$ cat config.mk
export PLATFORM = sky130hd
export DESIGN_NAME = lfsr_range_sampler
export DESIGN_NICKNAME = d
export VERILOG_FILES = /design/src/rtl/lfsr_range_sampler.sv
export SDC_FILE = /design/constraint.sdc
export NUM_CORES = 1
export LEC_CHECK = 0
export CAP_MARGIN = 20
export CORE_ASPECT_RATIO = 1.75
export CORE_MARGIN = 3
export CORE_UTILIZATION = 40
export CTS_CLUSTER_SIZE = 40
export DETAILED_ROUTE_END_ITERATION = 8
export SYNTH_ARGS = -nofsm -noshare
export SYNTH_HDL_FRONTEND = slang
export SYNTH_SLANG_ARGS = --single-unit
$ cat constraint.sdc
create_clock -name clk -period 5.6 [get_ports clk]
set_input_delay 1.4 -clock clk [delete_from_list [all_inputs] [get_ports clk]]
set_output_delay 1.4 -clock clk [all_outputs]
set_load 0.02 [all_outputs]
$ cat src/rtl/lfsr_range_sampler.sv
// lfsr_range_sampler: draws 32-bit words from an external LFSR, keeps the low
// WIDTH bits, masks them to the smallest power-of-two window covering the
// limit and rejection-samples into [0, limit). Accepted values go into a small
// FIFO presented on a valid/ready output.
// Optional feature macro: SAMPLER_STATS_EN adds a saturating 16-bit
// reject counter output (reject_cnt).
module lfsr_range_sampler #(
  parameter int WIDTH = 8,
  parameter int DEPTH = 4
) (
  input  logic             clk,
  input  logic             rst,
  input  logic             en,
  input  logic             cfg_wr,
  input  logic [WIDTH-1:0] cfg_limit,
  input  logic [31:0]      rnd_in,
  output logic             rnd_en,
  output logic             out_valid,
  output logic [WIDTH-1:0] out_data,
  input  logic             out_ready,
  output logic             busy
`ifdef SAMPLER_STATS_EN
  ,
  output logic [15:0]      reject_cnt
`endif
);

  localparam int AW = $clog2(DEPTH);
  localparam int CW = AW + 1;

  typedef enum logic [1:0] {
    ST_IDLE  = 2'd0,
    ST_RUN   = 2'd1,
    ST_FLUSH = 2'd2
  } state_t;

  state_t           state_reg;
  logic [WIDTH-1:0] limit_reg;
  logic [WIDTH-1:0] mask_reg;
  logic [CW-1:0]    count_reg;
  logic [AW-1:0]    wr_ptr_reg;
  logic [AW-1:0]    rd_ptr_reg;
  logic [WIDTH-1:0] data_reg;
  logic [WIDTH-1:0] mem [DEPTH];

  logic [WIDTH-1:0] cand;
  logic             accept;
  logic             push;
  logic             pop;
  logic             reject;
  logic [CW-1:0]    count_next;
  logic [AW-1:0]    rd_ptr_next;
  logic [WIDTH-1:0] head_next;

  // Only the low WIDTH bits of the LFSR word are meaningful here.
  logic unused_rnd_bits;
  assign unused_rnd_bits = ^rnd_in;

  // Smallest all-ones mask covering lim-1; lim=0 wraps to all-ones, lim=1 gives 0.
  function automatic logic [WIDTH-1:0] mask_for(input logic [WIDTH-1:0] lim);
    logic [WIDTH-1:0] m;
    m = lim - WIDTH'(1);
    for (int s = 1; s < WIDTH; s = s * 2) begin
      m = m | (m >> s);
    end
    return m;
  endfunction

  // Draw/accept decisions and next FIFO head; all from registers except rnd_in,
  // which only feeds registers.
  always_comb begin
    cand        = rnd_in[WIDTH-1:0] & mask_reg;
    accept      = (limit_reg == '0) || (cand < limit_reg);
    rnd_en      = (state_reg == ST_RUN) && (count_reg < CW'(DEPTH));
    out_valid   = (count_reg != '0);
    out_data    = data_reg;
    busy        = (state_reg == ST_FLUSH);
    push        = rnd_en && accept && !cfg_wr;
    reject      = rnd_en && !accept && !cfg_wr;
    pop         = out_valid && out_ready && !cfg_wr;
    count_next  = count_reg + CW'(push) - CW'(pop);
    rd_ptr_next = rd_ptr_reg + AW'(pop);
    head_next   = data_reg;
    if (count_next != '0) begin
      // The pushed word becomes head when the FIFO is (or is about to be) empty;
      // it is not in the array yet, so bypass it.
      if ((count_reg == '0) || ((count_reg == CW'(1)) && pop)) begin
        head_next = cand;
      end else begin
        head_next = mem[rd_ptr_next];
      end
    end
  end

  // Control FSM, limit/mask registers, FIFO pointers and the registered head.
  always_ff @(posedge clk or negedge rst) begin
    if (!rst) begin
      state_reg  <= ST_IDLE;
      limit_reg  <= '0;
      mask_reg   <= '1;
      count_reg  <= '0;
      wr_ptr_reg <= '0;
      rd_ptr_reg <= '0;
      data_reg   <= '0;
    end else if (cfg_wr) begin
      state_reg  <= ST_FLUSH;
      limit_reg  <= cfg_limit;
      count_reg  <= '0;
      wr_ptr_reg <= '0;
      rd_ptr_reg <= '0;
    end else begin
      case (state_reg)
        ST_IDLE:  state_reg <= en ? ST_RUN : ST_IDLE;
        ST_RUN:   state_reg <= en ? ST_RUN : ST_IDLE;
        ST_FLUSH: begin
          state_reg <= en ? ST_RUN : ST_IDLE;
          mask_reg  <= mask_for(limit_reg);
        end
        default:  state_reg <= ST_IDLE;
      endcase
      count_reg  <= count_next;
      wr_ptr_reg <= wr_ptr_reg + AW'(push);
      rd_ptr_reg <= rd_ptr_next;
      data_reg   <= head_next;
    end
  end

  // FIFO storage; no reset so it maps onto distributed/block RAM.
  always_ff @(posedge clk) begin
    if (push) begin
      mem[wr_ptr_reg] <= cand;
    end
  end

`ifdef SAMPLER_STATS_EN
  logic [15:0] reject_cnt_reg;
  assign reject_cnt = reject_cnt_reg;

  // Saturating count of rejected draws since reset or the last reconfiguration.
  always_ff @(posedge clk or negedge rst) begin
    if (!rst) begin
      reject_cnt_reg <= '0;
    end else if (cfg_wr) begin
      reject_cnt_reg <= '0;
    end else if (reject && (reject_cnt_reg != 16'hFFFF)) begin
      reject_cnt_reg <= reject_cnt_reg + 16'd1;
    end
  end
`endif

endmodule

==> impl_metrics.yaml <==
synthesis:
  synth_cell_types: 43
  yosysMostFrequentCell: "edfxtp_1"
  synth_seq_area_share_pct: 58.9
  syn_nets: 297
  synth_top_area_cell: "edfxtp_1"
  synth_top_area_share_pct: 31.5
  yosys-top-cells-area: "edfxtp_1, dfrtp_1, dfstp_2"
  synth_area_per_cell_um2: 12.8
  synthArstFlopShare_pct: 50.8
  synth_area_mm2: 0.00305
  synthTopCellsByCount: "edfxtp_1, dfrtp_1, nor2_1"
  synth-seq-cells: 65
  yosys_warnings: 0
  synth_top_flop_cell: "edfxtp_1"
  syn_inst: 238
  synth_edf_count: 32
clock_tree:
  cts_num_sinks: 65
  cts_tree: "yes"
  numCtsBuffers: 9
  cts_max_level: 3
  cts_setup_buffers: 0
  clk-insertion-delay-late_ns: 0.33
  cts-root-buf: "clkbuf_16"
  cts.reportedPaths.clkPinSlew_ns: 0.06
  post_cts_resized: 0
  clockBufferDepth: 2
  cts_hold_buf: 0
grt:
  grt_max_degree: 34
  grt_use_met2_pct: 24.9
  grtUsageMet3_pct: 4.56
  grt_pass1_wl_um: 9230
  busiest_layer: "met2"
  grt_usage_pct: 14.2
  use_met1_pct: 15.4
  antenna_found_initial: 0
  grt_pass1_vias: 1848
  grt-ovfl-total: 0
timing:
  fmax_mhz: 204
  worst_slew_pin_slew_ns: 0.777
  slew_headroom_pct: 48.0
  fin_crit_sh_pct: 87.6
  fin_tns_setup_ns: 0
  rsz0062_at_grt: "false"
  finalSetupViolations: 0
  skew_ns: 0.00805
  finalMaxSlewViolations: 0
  hold_ws_ns: 0.471
  final_hold_viol_count: 0
  timing.final.crit_period_ns: 4.90
route:
  route.antenna.remaining_nets: 0
  drtIter0Drc: 49
  wl_um: 5440
  drc: 0
  num_vias: 1864
  wl_per_cell_um: 14.8
  drtPass1Iterations: 4
  vias_per_cell: 5.05
floorplanning:
  start_util_pct: 41.8
  core-area_mm2: 0.00728
  ioPinCount: 56
  rows: 41
  die_w_um: 72.0
  die_area_mm2: 0.00874
  dieHeight_um: 121
worst_setup_path:
  cp.required_ns: 5.81
  r2r_slack_ns: 1.72
  critPathKind: "input port to flip-flop"
  setup.worst_path.end_class: "flip-flop"
  crit_fanout: 16
  cp.arrival_ns: 5.11
  r2r_cells: 18
  cp-start-kind: "input port"
layout:
  final_core_util_pct: 52.2
  regArea_mm2: 0.00180
  fillers: 652
  multi_input_area_mm2: 0.00116
  antenna_cells: 0
  synthToLayoutAreaGrowth_pct: 24.8
  drive_gt1_share_pct: 15.5
  top_register: "mem"
  largest_register_ffs: 32
  layout.cells.non_filler: 369
  nets: 337
worst_hold_path:
  hold_depth: 1
  hp-class: "flip-flop to flip-flop"
job:
  maxCapViolations: 0
power:
  max-vdd-ir-drop_uv: 174
  fin_total_pwr_mw: 1.64
  powerDensity_mw_per_mm2: 432
  p_leak_nw: 1.48
placement:
  dp_hpwl_um: 4100
  dp_cells: 353
  routabilityCongestion: 0.877
  numPortBuffers: 31
outcome:
  status: "finished clean"
-- final timing paths --
path	start	endpoint
min in group asynchronous	rst	out_data[2]
hold / removal	state_reg[1]	state_reg[0]
max in group asynchronous	rst	mask_reg[7]
setup / recovery	rnd_in[1]	out_data[2]
hold reg to reg	state_reg[1]	state_reg[0]
setup reg to reg	mask_reg[1]	out_data[2]
-- through the flow --
step / setup slack [ns] / area [um^2]
global placement: 0.385 / 3480
finish: 0.695 / 3800
floorplan: 0.949 / 3050
CTS: 0.636 / 3800
global route: 0.396 / 3800
detailed placement: 0.298 / 3480
-- worst max-delay path, stage by stage --
cell,delay [ns]
clkdlybuf4s50_1,0.46
and2_1,0.24
ha_1,0.27
o211a_1,0.20
o31ai_1,0.07
a21oi_1,0.13
o32a_4,0.23
or3_1,0.35
ha_1,0.27
inv_1,0.06
ha_1,0.14
inv_1,0.05
fa_1,0.37
xor2_1,0.16
xnor2_1,0.24
a31oi_2,0.12
buf_4,0.20
nor2_1,0.10
a21oi_1,0.05
-- layer usage --
layer	wire, um	part of all wire (%)	vias to the layer above
met2	3070	56	30
met5	0	0	-
met1	2100	39	882
met3	186	3.4	6
met4	84	1.5	0
li1	-	-	946
-- cell type report --
| cell class | instances | share of cell area (%) |
|---|---|---|
| flip-flops and latches | 65 | 47.2 |
| multi-input cells | 151 | 30.6 |
| repair buffers | 37 | 9.34 |
| clock buffers | 9 | 5.92 |
| well taps | 86 | 2.83 |
| clock inverters | 7 | 2.70 |
| inverters | 14 | 1.38 |
-- where the power goes --
group | switching (mW) | total, mW | internal, mW | leakage, nW
Combinational | 0.230 | 0.445 | 0.215 | 0.645
Clock | 0.208 | 0.601 | 0.393 | 0.156
Sequential | 0.0323 | 0.598 | 0.566 | 0.682
-- cell usage in the layout (no fill, tap or decap), types with 4 or more instances in the layout --
cell type	count
edfxtp_1	32
clkdlybuf4s50_1	31
dfrtp_1	25
nor2_1	22
inv_1	14
a21oi_1	14
nand2_1	13
ha_1	13
o21ai_0	12
clkbuf_16	9
and2_1	8
mux4_2	8
mux2i_1	8
dfstp_2	8
nor2b_1	6
xnor2_1	6
buf_4	6
nand2b_1	4
nand4_1	4
a31oi_1	4
-- logic make-up after synthesis --
kind of cell,Yosys count,share of synthesized area [%]
multiplexers,16,8.54
XOR/XNOR,8,2.55
AND/OR/NAND/NOR,72,12.3
flip-flops,65,58.9
adder cells (fa/ha/maj),14,5.99
buffers and inverters,22,2.83
AO/OA/AOI/OAI,41,8.83
Note: power is estimated with default switching activity, not from simulation.
